[src/rtl/ntt_pkg.sv]
// Shared constants, FSM states and payload types for the ML-KEM NTT sequencer.
package ntt_pkg;

  localparam int unsigned N          = 256;
  localparam int unsigned LOG_N      = 8;
  localparam int unsigned NUM_LAYERS = 7;
  localparam int unsigned Q          = 3329;

  localparam int unsigned ADDR_W  = LOG_N;
  localparam int unsigned BF_W    = LOG_N - 1;
  localparam int unsigned TW_W    = 7;
  localparam int unsigned LAYER_W = 3;

  typedef enum logic [1:0] {
    IDLE  = 2'd0,
    RUN   = 2'd1,
    DRAIN = 2'd2,
    DONE  = 2'd3
  } state_e;

  typedef enum logic {
    MODE_NTT  = 1'b0,
    MODE_INTT = 1'b1
  } mode_e;

  // One butterfly's coefficient address pair plus its strobe.
  typedef struct packed {
    logic              en;
    logic [ADDR_W-1:0] addr_a;
    logic [ADDR_W-1:0] addr_b;
  } bf_req_t;

endpackage

[src/rtl/ntt_ctrl_if.sv]
// Memory-side bus of the NTT sequencer: coefficient RAM reads/writes, twiddle index, BU strobe.
interface ntt_ctrl_if;
  import ntt_pkg::*;

  logic              rd_en;
  logic [ADDR_W-1:0] rd_addr_a;
  logic [ADDR_W-1:0] rd_addr_b;
  logic [TW_W-1:0]   tw_idx;
  logic              bu_valid;
  logic              wr_en;
  logic [ADDR_W-1:0] wr_addr_a;
  logic [ADDR_W-1:0] wr_addr_b;

  modport master (
    output rd_en, rd_addr_a, rd_addr_b, tw_idx, bu_valid,
    output wr_en, wr_addr_a, wr_addr_b
  );

  modport slave (
    input rd_en, rd_addr_a, rd_addr_b, tw_idx, bu_valid,
    input wr_en, wr_addr_a, wr_addr_b
  );

endinterface

[src/rtl/ntt_addr_gen.sv]
// Combinational map from (butterfly index, log2 len, mode) to RAM addresses and twiddle index.
module ntt_addr_gen
  import ntt_pkg::*;
(
  input  logic [BF_W-1:0]    bf,
  input  logic [LAYER_W-1:0] lg,
  input  mode_e              mode,
  output logic [ADDR_W-1:0]  addr_a_c,
  output logic [ADDR_W-1:0]  addr_b_c,
  output logic [TW_W-1:0]    tw_idx_c
);

  logic [ADDR_W-1:0] len;
  logic [ADDR_W-1:0] grp;
  logic [ADDR_W-1:0] base;

  always_comb begin
    len      = ADDR_W'(1) << lg;
    grp      = ADDR_W'(bf) >> lg;
    // lg+1 can reach 8, so widen before shifting the group base
    base     = grp << (4'(lg) + 4'd1);
    addr_a_c = base | (ADDR_W'(bf) & (len - 1'b1));
    addr_b_c = addr_a_c + len;
    if (mode == MODE_NTT) begin
      tw_idx_c = TW_W'(((ADDR_W + 1)'(N / 2) >> lg) + (ADDR_W + 1)'(grp));
    end else begin
      tw_idx_c = TW_W'(((ADDR_W + 1)'(N) >> lg) - (ADDR_W + 1)'(1) - (ADDR_W + 1)'(grp));
    end
  end

endmodule

[src/rtl/ntt_ctrl.sv]
// Sequences 7 NTT/INTT layers of butterflies over a 256-coefficient RAM, in-place write-back.
module ntt_ctrl
  import ntt_pkg::*;
#(
  parameter int unsigned MEM_LAT = 1,
  parameter int unsigned BU_LAT  = 4
) (
  input  logic       clk,
  input  logic       rst_n,
  input  logic       start,
  input  logic       mode,
  output logic       busy,
  output logic       done,
  ntt_ctrl_if.master mem
);

  localparam int unsigned PIPE  = MEM_LAT + BU_LAT;
  localparam int unsigned CNT_W = $clog2(PIPE + 1);

  state_e               state_q, state_d;
  mode_e                mode_q, mode_d;
  logic [BF_W-1:0]      bf_q, bf_d;
  logic [LAYER_W-1:0]   layer_q, layer_d;
  logic [CNT_W-1:0]     drain_q, drain_d;
  logic                 busy_q, busy_d;
  logic                 done_q, done_d;
  bf_req_t              rd_q, rd_d;
  logic [TW_W-1:0]      tw_q, tw_d;
  bf_req_t [PIPE-1:0]   pipe_q, pipe_d;

  logic [LAYER_W-1:0]   lg_d;
  logic [ADDR_W-1:0]    ag_addr_a;
  logic [ADDR_W-1:0]    ag_addr_b;
  logic [TW_W-1:0]      ag_tw;

  // Next-state and counters; lg_d is log2(len) of the butterfly issued next cycle
  always_comb begin
    state_d = state_q;
    mode_d  = mode_q;
    bf_d    = bf_q;
    layer_d = layer_q;
    drain_d = drain_q;
    case (state_q)
      IDLE: begin
        if (start) begin
          state_d = RUN;
          mode_d  = mode_e'(mode);
          bf_d    = '0;
          layer_d = '0;
        end
      end
      RUN: begin
        bf_d = bf_q + 1'b1;
        if (bf_q == BF_W'(N / 2 - 1)) begin
          state_d = DRAIN;
          drain_d = '0;
        end
      end
      DRAIN: begin
        drain_d = drain_q + 1'b1;
        // hold reads off until the layer's last write has landed
        if (drain_q == CNT_W'(PIPE - 1)) begin
          if (layer_q == LAYER_W'(NUM_LAYERS - 1)) begin
            state_d = DONE;
          end else begin
            state_d = RUN;
            bf_d    = '0;
            layer_d = layer_q + 1'b1;
          end
        end
      end
      DONE:    state_d = IDLE;
      default: state_d = IDLE;
    endcase
    lg_d = (mode_d == MODE_NTT) ? (LAYER_W'(NUM_LAYERS) - layer_d) : (layer_d + 1'b1);
  end

  ntt_addr_gen u_addr_gen (
    .bf       (bf_d),
    .lg       (lg_d),
    .mode     (mode_d),
    .addr_a_c (ag_addr_a),
    .addr_b_c (ag_addr_b),
    .tw_idx_c (ag_tw)
  );

  // Registered read-side outputs; addresses are zeroed on idle cycles
  always_comb begin
    busy_d      = (state_d == RUN) || (state_d == DRAIN);
    done_d      = (state_d == DONE);
    rd_d.en     = (state_d == RUN);
    rd_d.addr_a = rd_d.en ? ag_addr_a : '0;
    rd_d.addr_b = rd_d.en ? ag_addr_b : '0;
    tw_d        = rd_d.en ? ag_tw : '0;
    pipe_d      = {pipe_q[PIPE-2:0], rd_q};
  end

  always_ff @(posedge clk or negedge rst_n) begin
    if (!rst_n) begin
      state_q <= IDLE;
      mode_q  <= MODE_NTT;
      bf_q    <= '0;
      layer_q <= '0;
      drain_q <= '0;
      busy_q  <= 1'b0;
      done_q  <= 1'b0;
      rd_q    <= '0;
      tw_q    <= '0;
      pipe_q  <= '0;
    end else begin
      state_q <= state_d;
      mode_q  <= mode_d;
      bf_q    <= bf_d;
      layer_q <= layer_d;
      drain_q <= drain_d;
      busy_q  <= busy_d;
      done_q  <= done_d;
      rd_q    <= rd_d;
      tw_q    <= tw_d;
      pipe_q  <= pipe_d;
    end
  end

  assign busy          = busy_q;
  assign done          = done_q;
  assign mem.rd_en     = rd_q.en;
  assign mem.rd_addr_a = rd_q.addr_a;
  assign mem.rd_addr_b = rd_q.addr_b;
  assign mem.tw_idx    = tw_q;
  assign mem.bu_valid  = pipe_q[MEM_LAT-1].en;
  assign mem.wr_en     = pipe_q[PIPE-1].en;
  assign mem.wr_addr_a = pipe_q[PIPE-1].addr_a;
  assign mem.wr_addr_b = pipe_q[PIPE-1].addr_b;

endmodule
[src/flat_wrapper.sv]
// flat-port wrapper written by rule: the top's interface ports become plain ports
module ntt_ctrl_flat import ntt_pkg::*;
#(
  parameter int unsigned MEM_LAT = 1,
  parameter int unsigned BU_LAT  = 4
)
  (clk, rst_n, start, mode, busy, done, mem_rd_en, mem_rd_addr_a, mem_rd_addr_b, mem_tw_idx, mem_bu_valid, mem_wr_en, mem_wr_addr_a, mem_wr_addr_b);
  ntt_ctrl_if mem_i ();
  input  logic clk;
  input  logic rst_n;
  input  logic start;
  input  logic mode;
  output logic busy;
  output logic done;
  output wire logic [$bits(mem_i.rd_en)-1:0] mem_rd_en;
  output wire logic [$bits(mem_i.rd_addr_a)-1:0] mem_rd_addr_a;
  output wire logic [$bits(mem_i.rd_addr_b)-1:0] mem_rd_addr_b;
  output wire logic [$bits(mem_i.tw_idx)-1:0] mem_tw_idx;
  output wire logic [$bits(mem_i.bu_valid)-1:0] mem_bu_valid;
  output wire logic [$bits(mem_i.wr_en)-1:0] mem_wr_en;
  output wire logic [$bits(mem_i.wr_addr_a)-1:0] mem_wr_addr_a;
  output wire logic [$bits(mem_i.wr_addr_b)-1:0] mem_wr_addr_b;
  assign mem_rd_en = mem_i.rd_en;
  assign mem_rd_addr_a = mem_i.rd_addr_a;
  assign mem_rd_addr_b = mem_i.rd_addr_b;
  assign mem_tw_idx = mem_i.tw_idx;
  assign mem_bu_valid = mem_i.bu_valid;
  assign mem_wr_en = mem_i.wr_en;
  assign mem_wr_addr_a = mem_i.wr_addr_a;
  assign mem_wr_addr_b = mem_i.wr_addr_b;
  ntt_ctrl #(.MEM_LAT(MEM_LAT), .BU_LAT(BU_LAT)) u_core (.clk(clk), .rst_n(rst_n), .start(start), .mode(mode), .busy(busy), .done(done), .mem(mem_i));
endmodule
[config.mk]
export PLATFORM = sky130hd
export DESIGN_NAME = ntt_ctrl_flat
export DESIGN_NICKNAME = d
export VERILOG_FILES = /design/src/rtl/ntt_pkg.sv /design/src/rtl/ntt_ctrl_if.sv /design/src/rtl/ntt_addr_gen.sv /design/src/rtl/ntt_ctrl.sv /design/src/flat_wrapper.sv
export SDC_FILE = /design/constraint.sdc
export NUM_CORES = 1
export LEC_CHECK = 0
export ABC_AREA = 1
export CELL_PAD_IN_SITES_DETAIL_PLACEMENT = 1
export CELL_PAD_IN_SITES_GLOBAL_PLACEMENT = 1
export CORE_UTILIZATION = 35
export DETAILED_ROUTE_END_ITERATION = 8
export GPL_ROUTABILITY_DRIVEN = 0
export PLACE_DENSITY = 0.63
export SLEW_MARGIN = 20
export SYNTH_ARGS = -nofsm -noshare
export SYNTH_HDL_FRONTEND = slang
export SYNTH_SLANG_ARGS = --single-unit
[constraint.sdc]
create_clock -name clk -period 7.9 [get_ports clk]
set_clock_uncertainty 0.1 [all_clocks]
set_input_delay 1.58 -clock clk [delete_from_list [all_inputs] [get_ports clk]]
set_output_delay 1.58 -clock clk [all_outputs]
set_load 0.005 [all_outputs]
---- Yosys cells after proc, flatten, opt, wreduce, memory -nomap -nowiden ----
Cells that the tools add are included.
word-level totals
  register bits ........................... 127
  bits of input ports ..................... 4
  output and inout bits ................... 44
  logic and storage cells ................. 80
cells by class
  add/subtract/negate cells ............... 11
  equality and inequality tests ........... 10
  shift-type cells ........................ 5
  mux-type cells .......................... 22
  bitwise gates (word level) .............. 2
  reductions and logical operators ........ 4
operators by type and width
  operator                                                            number
  7-bit two-way mux                                                   5
  7-bit case mux with 3 select lines                                  1
  8-bit two-way mux                                                   2
  3-bit two-way mux                                                   5
  3-bit case mux with 2 select lines                                  2
  3-bit by 1-bit adder with 3-bit output, second input constant       3
  9-bit by 3-bit >> shifter with 7-bit output, first input constant   1
  8-bit adder                                                         1
  7-bit by 8-bit AND with 8-bit output                                1
  2-bit equality test, second input constant                          4
  2-bit two-way mux                                                   4
  8-bit OR                                                            1
  2-bit case mux with 4 select lines                                  1
  1-bit by 3-bit left shift with 8-bit output, first input constant   1
  8-bit by 4-bit left shift with 8-bit output                         1
  7-bit by 3-bit >> shifter with 8-bit output                         1
  8-bit by 3-bit >> shifter with 7-bit output, first input constant   1
  8-bit by 1-bit subtractor with 8-bit output, second input constant  1
  7-bit by 1-bit adder with 7-bit output, second input constant       1
  7-bit adder                                                         1
  7-bit equality test, second input constant                          1
  7-bit by 1-bit subtractor with 7-bit output, second input constant  1
  7-bit subtractor                                                    1
  3-bit equality test, second input constant                          2
  9 further kinds                                                     11

---- Longest topological paths before layout ----
Gate-level depths: netlist of run 1.
  depth in word-level cells ............... 12
  depth in mapped cells ................... 38
  gate-level depth less buffers ........... 35

---- By module ----
Synthesis of run 1 repeated with hierarchy kept, for this count alone.
unflattened totals
  cell total of the unflattened synthesis .. 572
  area total of the unflattened synthesis .. 5619.1 um^2
modules (own cells, without submodules)
  module        times used  cells each  area an instance (um^2)
  ntt_ctrl      1           305         4052.6
  ntt_addr_gen  1           267         1566.5

---- Worst setup path before layout of run 1 ----
OpenSTA, ideal clock, no wires.
  kind .................................... input to register
  from .................................... input start
  to ...................................... register u_core.rd_q, in the netlist u_core.mem.rd_addr_b[7]
  library setup time ...................... 0.119 ns
  arrival time ............................ 5.093 ns
  setup slack ............................. 2.588 ns
  stages on the path ...................... 30
  buffers on the path ..................... 2
  cell sequence ........................... inv_1 a21oi_1 nand2_1 nand2_1 nand2_1 buf_4 buf_2 ha_1 nor2_8 xor2_4 nor2_1 inv_1 ha_1 nor2_1 o21ai_0 nand2_1 ha_1 a21oi_1 nand2_1 nand2_1 nand2_1 a21oi_1 nor2_1 nor2_1 nor2_1 nor2_1 xnor2_1 nand3_1 nand2_1 nor2_1
RTL lines
  item                  line                RTL
  start, declared       flat_wrapper.sv:11  input logic start;
  end signal, assigned  ntt_ctrl.sv:118     rd_q <= rd_d;
  end, declared         ntt_ctrl.sv:27      bf_req_t rd_q, rd_d;

==> impl_metrics.yaml, run 1 <==
finish:
  fin_cells: 846
  layout_common_cells: "132 x nand2_1, 127 x dfrtp_1, 64 x inv_1, 58 x nand3_1, 49 x nor2_1"
  areaGrowthSynthToFinish_pct: 20.2
  final_common_cell: "nand2_1"
  drive_gt1_share_pct: 8.19
  final-seq-area_mm2: 0.00318
  multi_input_area_mm2: 0.00198
  nets: 660
  n_antenna_cell: 0
  fillCellCount: 1771
floorplan:
  dieHeight_um: 128
  core_mm2: 0.0154
  io_pins: 48
  fp.dieArea_mm2: 0.0165
  num_rows: 45
  start_util_pct: 36.3
  die_x_um: 128
grt:
  grt_pass1_wl_mm: 21.9
  grt_overflow: 0
  antenna_found_initial: 0
  grt_pass1_vias: 4237
  track_usage_pct: 17.7
  grt_max_degree: 89
worst_hold_path:
  holdPathStages: 0
  min-delay-start: "u_core.pipe_d[36]"
  hold_class: "flop to flop"
  whs_endpoint: "u_core.pipe_d[53]"
clocking:
  postCtsHoldBufs: 0
  clkTransAtPathRegs_ns: 0.05
  cts_buffers: 17
  cts_setup_buffers: 0
  clockBufferDepth: 2
  cts_tree: "built"
  htree_levels: 4
  cts-root-buf: "clkbuf_16"
  clock-sinks: 127
  clock_latency_ns: 0.41
  cts_resized: 0
job:
  max_cap_viol_count: 0
logic_synthesis:
  yosysSeqAreaShare_pct: 56.9
  yosysUniqueCellTypes: 31
  syn-instance-count: 581
  ys.flop_type: "dfrtp_1"
  syn_nets: 618
  synth-edff-count: 0
  synth_area_per_cell_um2: 9.61
  async_flop_share_pct: 100
  yosysWarningCount: 0
  syn_area_mm2: 0.00559
  ys_ff_latch: 127
worst_setup_path:
  cpPeakStageDelay_ns: 0.55
  path_buf_inv: 3
  critical_path.slowest_cell: "nor2_1"
  r2r-start: "u_core.state_q[1]"
  start_kind: "primary input"
  cpMostUsedCell: "nand2_1"
  rrSetupSlack_ns: 2.44
  critPathKind: "primary input to flop"
  worstPathMaxFanout: 11
  cp-end-kind: "flop"
  critPathTopFamily: "simple AND/OR/NAND/NOR gates"
  worst-path-stages: 29
  cp.required_ns: 8.09
  r2r_end: "u_core.mem.rd_addr_b[7]"
  cp_data_arrival_time_ns: 6.24
  r2r_cells: 29
sta:
  rsz0062_at_grt: "no"
  max_slew_margin_pct: 50.6
  drv_slew: 0
  setup_viol: 0
  period_needed_ns: 6.05
  fin_crit_sh_pct: 76.6
  worst_pin_slew_ns: 0.741
  max_freq_ghz: 0.165
  setup-tns-final_ns: 0
  final-hold-violation-count: 0
detailed_routing:
  ant_nets: 0
  firstDrtPassIters: 4
  drtIter0Drc: 165
  routedWlPerCell_um: 15.3
  drc: 0
  finalWirelength_mm: 13.0
  vias_per_cell: 4.77
  vias: 4033
power:
  p_per_area_mw_per_mm2: 207
  peakVddDrop_uv: 123
  p_leak_uw: 0.00333
status:
  status: "finished clean"
placed_design:
  detailed_place_hpwl_mm: 9.71
  io_buffers: 47
  dp.cells: 815
cell usage after synthesis (4+ instances only):
cell      count  area, µm²
nand2_1     132        495
nand3_1      58        290
or2_2         4       25.0
nor2_1       49        184
dfrtp_1     127       3180
a21oi_1      28        140
buf_4        21        158
nand4_1       6       37.5
o21ai_1       4       20.0
nor2_2        4       25.0
inv_1        64        240
o21ai_0      21        105
ha_1         30        375
nand3b_1      5       37.5
stage by stage:
step	cell area, µm²	hold WS, ns	utilization (%)	worst slack, ns	power (µW)
floorplan	5590	0.231	-	2.59	663
global route	6710	0.247	43.7	1.30	1450
CTS	6710	0.245	43.6	1.89	1410
finish	6710	0.241	43.7	1.85	1390
detailed placement	6150	0.236	40.0	1.52	678
global placement	6150	0.231	40.0	1.84	677
cell type report:
| class | instances | share of cell area, % |
|---|---|---|
| repair buffers | 49 | 7.25 |
| multi-input cells | 362 | 29.5 |
| clock inverters | 13 | 1.72 |
| flip-flops and latches | 127 | 47.4 |
| clock buffers | 18 | 6.54 |
| inverters | 66 | 3.69 |
| well taps | 211 | 3.93 |
how the worst max path moves through the flow:
stage                     startpoint  slack [ns]                       to
after global placement         start        1.84  u_core.mem.rd_addr_b[7]
after CTS                      start        1.89  u_core.mem.rd_addr_b[7]
after detailed placement       start        1.52  u_core.mem.rd_addr_b[7]
after floorplan                start        2.59  u_core.mem.rd_addr_b[7]
final                          start        1.85  u_core.mem.rd_addr_b[7]
after global routing           start        1.30  u_core.mem.rd_addr_b[7]
worst register-to-register path: cells and delay by family (launching register included):
| kind | cells | cell delay, ns |
|---|---|---|
| xor+xnor | 1 | 0.16 |
| buf+inv | 2 | 0.28 |
| fa+ha+maj | 2 | 0.63 |
| flops | 1 | 0.47 |
| compound gates | 3 | 0.66 |
| simple gates | 21 | 3.04 |
state kept, by name (all words and copies together) (netlist names):
| signal | cells |
|---|---|
| u_core.mem.wr_addr_a | 8 |
| u_core.mem.rd_en | 1 |
| u_core.mem.bu_valid | 1 |
| u_core.pipe_d | 67 |
| u_core.state_q | 2 |
| u_core.mem.wr_en | 1 |
| u_core.layer_q | 3 |
| u_core.mem.rd_addr_b | 8 |
| u_core.done | 1 |
| u_core.busy | 1 |
| u_core.bf_q | 7 |
| u_core.mem.rd_addr_a | 8 |
| u_core.mem.wr_addr_b | 8 |
| u_core.drain_q | 3 |
| u_core.mode_q | 1 |
| u_core.mem.tw_idx | 7 |
cell families (layout without fill, tap and decap cells):
| family | count (synthesis) | after routing | synth area share, % |
|---|---|---|---|
| AO/OA/AOI/OAI | 59 | 59 | 5.58 |
| buffers and inverters | 92 | 146 | 7.64 |
| XOR/XNOR | 4 | 4 | 1.30 |
| flip-flops | 127 | 127 | 56.9 |
| AND/OR/NAND/NOR | 266 | 266 | 20.8 |
| adder cells (fa/ha/maj) | 33 | 33 | 7.80 |
per-layer routing:
layer / routed length [µm] / GRT usage, %
met5: 0 / 0
met4: 301 / 7.54
met3: 544 / 4.30
met2: 6370 / 29.4
met1: 5760 / 21.9
power breakdown:
group          internal (µW)  switching [µW]  leakage (µW)
logic                   1.77            12.4       0.00156
clock network            439             287      0.000276
registers                651               0       0.00150
Note: power is estimated with default switching activity, not from simulation.
==> inputs of run 2 (changes only) <==
- PLACE_DENSITY: 0.63 -> 0.66
- clock period: 7.9 -> 5.4 ns (I/O delays scaled with it)
==> impl_metrics.yaml, run 2 (same netlist as run 1, synthesis figures left out) <==
floorplan:
  num_rows: 45
  dieHeight_um: 128
  die_x_um: 128
  core_mm2: 0.0154
  start_util_pct: 36.3
  io_pins: 48
  fp.dieArea_mm2: 0.0165
grt:
  grt_max_degree: 73
  antenna_found_initial: 0
  grt_overflow: 0
  track_usage_pct: 17.2
  grt_pass1_vias: 4302
  grt_pass1_wl_mm: 21.3
detailed_routing:
  drtIter0Drc: 149
  ant_nets: 0
  firstDrtPassIters: 4
  finalWirelength_mm: 12.4
  drc: 0
  vias: 4021
  routedWlPerCell_um: 14.5
  vias_per_cell: 4.69
sta:
  max_freq_ghz: 0.205
  final-hold-violation-count: 0
  period_needed_ns: 4.89
  max_slew_margin_pct: 40.5
  setup_viol: 0
  hold_slack_ns: 0.246
  drv_slew: 0
  worst_slack_ns: 0.512
  worst_pin_slew_ns: 0.892
  rsz0062_at_grt: "no"
  fin_crit_sh_pct: 90.5
  setup-tns-final_ns: 0
worst_setup_path:
  r2r-start: "u_core.drain_q[0]"
  cpPeakStageDelay_ns: 0.49
  cp-end-kind: "flop"
  cpMostUsedCell: "nand2_1"
  worstPathMaxFanout: 8
  rrSetupSlack_ns: 0.80
  crit_end: "u_core.mem.rd_addr_b[7]"
  critical_path.slowest_cell: "clkdlybuf4s50_1"
  critPathKind: "primary input to flop"
  cp.required_ns: 5.60
  r2r_end: "u_core.mem.rd_addr_b[7]"
  setup.worst_path.start: "start"
  start_kind: "primary input"
  r2r_cells: 33
  cp_data_arrival_time_ns: 5.09
finish:
  nets: 671
  largest_reg_flops: 67
  areaGrowthSynthToFinish_pct: 22.7
  final_core_util_pct: 44.6
  drive_gt1_share_pct: 10.2
  multi_input_area_mm2: 0.00199
  fillCellCount: 1761
  final_common_cell: "nand2_1"
  final-seq-area_mm2: 0.00318
  n_antenna_cell: 0
  layout_common_cells: "131 x nand2_1, 127 x dfrtp_1, 64 x inv_1, 58 x nand3_1, 48 x nor2_1"
worst_hold_path:
  hold_class: "flop to flop"
power:
  peakVddDrop_uv: 206
  power_uw: 2130
  p_per_area_mw_per_mm2: 310
  p_leak_uw: 0.00339
clocking:
  clkTransAtPathRegs_ns: 0.05
  clock-sinks: 127
  cts_buffers: 17
  clockBufferDepth: 2
  htree_levels: 4
  clock_latency_ns: 0.42
  cts-root-buf: "clkbuf_16"
  cts_tree: "built"
  cts_setup_buffers: 0
status:
  status: "finished clean"
placed_design:
  io_buffers: 47
  detailed_place_hpwl_mm: 9.24
  dp_slack_ns: -0.0794
job:
  max_cap_viol_count: 0
-- run 2: cell types whose count changed in the layout (fill, tap and decap cells not counted), moves of 2 or more --
cell / change
clkinv_2: -4
clkbuf_1: +2
buf_4: +12
a21oi_2: +2
a21oi_1: -2
clkinv_4: -3
clkinvlp_4: +4
bufinv_16: +2
-- run 2: how the worst min path moves through the flow --
stage                           start                      end  slack (ns)  depth (start not counted)
global placement    u_core.pipe_d[37]        u_core.pipe_d[54]        0.23                          0
finish              u_core.pipe_d[27]        u_core.pipe_d[44]        0.25                          0
CTS                 u_core.pipe_d[80]  u_core.mem.wr_addr_a[4]        0.25                          0
global route        u_core.pipe_d[37]        u_core.pipe_d[54]        0.25                          0
detailed placement  u_core.pipe_d[57]        u_core.pipe_d[74]        0.24                          0
floorplan           u_core.pipe_d[76]  u_core.mem.wr_addr_a[0]        0.23                          0
-- run 2: layout make-up --
class	count	area share, %
clock buffer	20	6.52
clock inverter	12	2.32
inverter	66	3.61
multi-input combinational	362	29.1
sequential	127	46.4
tap	211	3.85
timing repair buffer	60	8.25
-- run 2: metal layers --
layer	track usage, %	routed length (µm)	vias up
met5	0	0	-
met2	28.5	6010	74
li1	-	-	1952
met3	4.17	458	17
met4	7.20	253	0
met1	21.5	5710	1978
-- run 2: critical path: cells and delay by family --
family,cells,cell delay (ns)
adders and majority gates,3,0.85
xor gates and xnor gates,2,0.34
buffers and inverters,4,0.83
AOI/OAI and AO/OA,3,0.49
and+or+nand+nor,16,1.49
-- run 2: power breakdown --
group | switching, µW | internal [µW]
registers | 0 | 952
logic | 17.8 | 2.32
clock network | 416 | 739
-- run 2: timing repair --
action	CTS	global route
hold buffers	0	0
gates resized for setup	0	5
endpoints found under the hold margin	0	0
endpoints found under the setup margin	0	1
-- run 2: per-stage QoR --
| step | cells | cell area, µm² |
|---|---|---|
| 2_1_floorplan | 581 | 5590 |
| 3_3_place_gp | 826 | 6240 |
| 3_5_place_dp | 826 | 6240 |
| 4_1_cts | 858 | 6840 |
| 5_1_grt | 858 | 6850 |
| 6_report | 858 | 6850 |
==> RTL edit 1: new RTL, config.mk and constraints of run 2 <==
Remove the register `done_q`: a continuous assignment takes its place, so the output `done` follows one clock earlier.
--- a/src/rtl/ntt_ctrl.sv
+++ b/src/rtl/ntt_ctrl.sv
@@ -105,3 +105,2 @@
       busy_q  <= 1'b0;
-      done_q  <= 1'b0;
       rd_q    <= '0;
@@ -116,3 +115,2 @@
       busy_q  <= busy_d;
-      done_q  <= done_d;
       rd_q    <= rd_d;
@@ -122,2 +120,4 @@
   end
+
+  assign done_q = done_d;
 
Behaviour: no difference found for any inputs over 10 cycles, from zero or initial values and one cycle with rst_n low; that may be too few to reach the edited logic, so the function may still have changed.
==> RTL edit 1 against run 2 <==
- power decreased by 3.5%
- register-to-register slack got worse by 120 ps
- worst setup slack got worse by 92 ps
- final cell count decreased by 0.12%
- critical path type unchanged
- via count about the same
- largest cell class unchanged
- synthesized area decreased by 0.45%
- sequential cell count decreased by 1
- fmax decreased by 1.9%
- routed wire length increased by 1.8%
- design area decreased by 0.95%
==> RTL edit 1: results (changes against run 2) <==
status finished, final reports clean; Root Buffer clkbuf_16; placed insts 825 (-0.12%); top post-synthesis cells by area dfrtp_1 (57%), nand2_1 (8.9%), ha_1 (6.8%), nand3_1 (5.2%), inv_1 (4.3%); area fraction in compound gates after synthesis 5.60% (+0.025 points); synthesized instance count 580 (-0.17%); max layer used met4; First DRT Iteration DRCs 210 (+41%); WL met1 5800 µm (+1.6%); metal2 WL 6280 µm (+4.4%); Final Non-Filler Cells 857 (-0.12%); CP max FO 5 (-3); proportion of synthesized area in mux cells 0% (unchanged); GR Util All Layers 17.2% (about the same); CP arrival 5170 ps (+80 ps); Nets 670 (-0.15%); via count 4023 (+0.050%); Post-Synth XOR/XNOR Area 1.31% (+0.0058 points); slowest cell on the critical path clkdlybuf4s50_1; hold crit path type flop to flop; H-tree level count 4 (unchanged); fillers 1741 (-1.1%); number of port buffers 47 (unchanged); Skew-Pair Late Insertion Delay 410 ps; Hold Path Depth 0 (unchanged); Synth top cells by count nand2_1 (132), dfrtp_1 (126), inv_1 (64); largest net degree at the start of global routing 85 (+16%); Switch Pwr 428 µW (-1.4%); Max VDD drop 0.184 mV (-11%); Adder-Cell Fraction of Synth Area 7.83% (+0.035 points); Worst-Margin Slew 748 ps (-144 ps); Largest delay share family, worst path simple AND/OR/NAND/NOR gates; CP peak stage delay 490 ps (about the same); first-pass GRT wire length 21500 µm (+1.0%); Lkg Pwr 3.37 nW (-0.49%); Antenna diodes 0 (unchanged); Synth warnings 0 (unchanged); Num CTS Buffers 17 (unchanged); final wirelength 12700 µm (+1.8%); Worst-path clk slew 60 ps; share of cells above drive strength 1 9.91% (-0.29 points); Syn Nets 617 (-0.16%); post-DP HPWL 9350 µm (+1.2%); sequential element share of the synthesized area 56.7% (-0.19 points); Routed Antenna Nets 0 (unchanged); Met3 Wirelength 442 µm (-3.5%); vias in the first global route 4280 (-0.51%)
==> RTL edit 1: changes by cell type after synthesis <==
cell / before / now
dfrtp_1: 127 / 126
==> RTL edit 1: final timing paths <==
kind / from / to / slack [ps]
max: start / u_core.mem.rd_addr_b[7]$_DFF_PN0_ / 420
min: u_core.pipe_d[42]$_DFF_PN0_ / u_core.pipe_d[59]$_DFF_PN0_ / 240
max reg2reg: u_core.drain_q[0]$_DFFE_PN0P_ / u_core.mem.rd_addr_b[7]$_DFF_PN0_ / 680
min reg2reg: u_core.pipe_d[42]$_DFF_PN0_ / u_core.pipe_d[59]$_DFF_PN0_ / 240
max in group asynchronous: rst_n / u_core.pipe_d[54]$_DFF_PN0_ / 3560
min in group asynchronous: rst_n / u_core.pipe_d[63]$_DFF_PN0_ / 610
==> RTL edit 1: logic make-up (layout without fill, tap and decap cells) <==
group | Yosys count | after routing
AO/OA/AOI/OAI | 59 | 59
XOR/XNOR | 4 | 4
adder cells (fa/ha/maj) | 33 | 33
buffers and inverters | 92 | 158
flip-flops | 126 | 126
AND/OR/NAND/NOR | 266 | 266
==> RTL edit 1: metal layers <==
metal / GRT usage (%) / vias up
met5: 0 / -
met3: 4.34 / 13
li1: - / 1944
met2: 28.9 / 73
met4: 5.95 / 0
met1: 21.5 / 1993
==> RTL edit 1: cell type report <==
class,count,share of cell area [%]
inverter,66,3.65
multi-input combinational,362,29.2
clock inverter,14,2.10
clock buffer,18,6.32
sequential,126,46.4
timing repair buffer,60,8.39
tap,211,3.89
==> RTL edit 1: power groups by stage <==
stage | Sequential (mW) | Combinational, mW | Clock, mW
after global routing | 0.944 | 0.0249 | 1.16
after detailed placement | 0.961 | 0.0223 | 0
after global placement | 0.961 | 0.0211 | 0
after CTS | 0.945 | 0.0221 | 1.12
after floorplan | 0.962 | 0.000400 | 0
final | 0.945 | 0.0204 | 1.09
==> RTL edit 1: repair_timing <==
action                     4_1_cts  5_1_grt
resized for setup                0        2
hold buffers                     0        0
setup endpoints to repair        0        1
buffers inserted                 0        0
==> RTL edit 1: through the flow <==
stage          worst slack (ps)  total power [mW]  cell area (µm²)
2_1_floorplan               588             0.962             5560
3_3_place_gp                115             0.983             6210
3_5_place_dp              -87.6             0.984             6210
4_1_cts                     350              2.09             6780
5_1_grt                    26.3              2.13             6790
6_report                    420              2.05             6790
==> RTL edit 2: new RTL, config.mk and constraints of run 2 <==
Without the edit above. `BU_LAT` is set to 4 in 2 places; all go to 2.
--- a/src/rtl/ntt_ctrl.sv
+++ b/src/rtl/ntt_ctrl.sv
@@ -5,3 +5,3 @@
   parameter int unsigned MEM_LAT = 1,
-  parameter int unsigned BU_LAT  = 4
+  parameter int unsigned BU_LAT  = 2
 ) (
--- a/src/flat_wrapper.sv
+++ b/src/flat_wrapper.sv
@@ -4,3 +4,3 @@
   parameter int unsigned MEM_LAT = 1,
-  parameter int unsigned BU_LAT  = 4
+  parameter int unsigned BU_LAT  = 2
 )
Function: changed (a bounded check fails within 10 cycles, from zero or initial values and one cycle with rst_n low).
==> RTL edit 2 against run 2 <==
- utilization shrank 1.2 points
- sequential power decreased by 28%
- sequential cell count decreased by 35
- power fell by 37%
- global-route usage is 0.40 points higher
- critical endpoint unchanged
- design area decreased by 19%
- synthesized area decreased by 16%
- worst setup slack worse by 20 ps
- routed wire length down 11%
==> RTL edit 2: results (changes against run 2) <==
status finished, final reports clean; Lkg Pwr 2.71 nW (-20%); post-synthesis async set-or-reset flop share 100% (unchanged); via count 3611 (-10%); top post-synthesis cells by area dfrtp_1 (49%), nand2_1 (9.9%), ha_1 (7.5%), nand3_1 (6.3%), inv_1 (5.0%); H-tree level count 3 (-1); Post-synth top flop dfrtp_1; max FFs per register 33 (-51%); number of port buffers 47 (unchanged); slowest cell on the critical path clkdlybuf4s50_1; vias in the first global route 3842 (-11%); CTS Buffer Depth 2 (unchanged); Hold WS 242 ps (-4.49 ps); initial antenna violation count 0 (unchanged); share of cells above drive strength 1 10.6% (+0.43 points); hold endpoint u_core.pipe_d[43]$_DFF_PN0_; synthesized instance count 526 (-9.5%); Switch Pwr 285 µW (-34%); via density per instance 4.84 (+3.3%); depth of the worst register-to-register path 31 (-6.1%); largest net degree at the start of global routing 53 (-27%); First DRT Iteration DRCs 154 (+3.4%); worst min-delay path startpoint u_core.pipe_d[26]$_DFF_PN0_; CP arrival 5040 ps (-50 ps); worst setup path endpoint u_core.mem.rd_addr_b[7]$_DFF_PN0_; synth unique cells 38 (+23%); Num CTS Buffers 9 (-8); post-DP HPWL 8600 µm (-6.9%); first-pass GRT wire length 19100 µm (-10%); Worst-path clk slew 70 ps (+20 ps); worst setup path start start; sequential element share of the synthesized area 49.1% (-7.8 points); Root Buffer clkbuf_16; CP max FO 10 (+2); Hold Path Depth 0 (unchanged); Nets 604 (-10%); FF-to-FF Start u_core.layer_q[0]$_DFF_PN0_; drt pass-1 iters 4 (unchanged); hold crit path type flop to flop; Syn Nets 561 (-9.2%); Skew-Pair Late Insertion Delay 340 ps (-80 ps); mean routed wirelength per cell 14.9 µm (+2.7%); r2r setup slk 720 ps (-80 ps); Synth warnings 0 (unchanged); GR Util All Layers 17.6% (+0.40 points); CP peak stage delay 490 ps (about the same); Antenna diodes 0 (unchanged); Synth top cells by count nand2_1 (123), dfrtp_1 (92), inv_1 (62); Slew HR 58.8% (+18 points); placed insts 730 (-12%); Max VDD drop 0.115 mV (-44%)
## RTL edit 2: critical path: cells and delay by family
family                     cells  cell delay (ps)
buffers and inverters          4              690
and+or+nand+nor               16             1440
adders and majority gates      3              860
AOI/OAI and AO/OA              5              780
xor gates and xnor gates       1              170
## RTL edit 2: what timing repair did
action                     in CTS  in global routing
setup endpoints to repair       0                  1
resized for setup               0                  5
buffers inserted                0                  0
## RTL edit 2: kinds of logic after synthesis
family | share of synthesized area (%)
compound gates | 6.38
xor+xnor | 0.747
fa+ha+maj | 8.76
buf+inv | 9.05
flops | 49.1
mux | 0.214
simple gates | 25.7
## RTL edit 2: final cells by class
cell class / instances / area (µm²)
Fill cell: 1514 / 7260
Sequential cell: 92 / 2300
Multi-Input combinational cell: 347 / 1970
Timing Repair Buffer: 54 / 520
Inverter: 65 / 249
Clock buffer: 10 / 229
Tap cell: 172 / 215
Clock inverter: 6 / 71.3
## RTL edit 2: stage by stage
stage | cell area (µm²) | worst slack [ps] | setup TNS [ps]
floorplan | 4690 | 978 | 0
global placement | 5250 | 209 | 0
detailed placement | 5250 | -48.3 | -48.3
CTS | 5550 | 268 | 0
global route | 5560 | 3.92 | 0
finish | 5560 | 492 | 0
## RTL edit 2: layer usage
layer  vias up  GRT usage (%)  routed length, µm
met5         -              0                  0
met4         0           5.61                146
met3        12           3.73                314
met2        54           30.3               5550
met1      1793           21.9               5090
li1       1752              -                  -
## RTL edit 2: power groups by stage
stage / Combinational (mW) / Clock, mW / Sequential, mW
2_1_floorplan: 0.000243 / 0 / 0.702
4_1_cts: 0.0170 / 0.657 / 0.689
3_5_place_dp: 0.0171 / 0 / 0.702
6_report: 0.0157 / 0.634 / 0.689
5_1_grt: 0.0190 / 0.685 / 0.688
3_3_place_gp: 0.0170 / 0 / 0.702
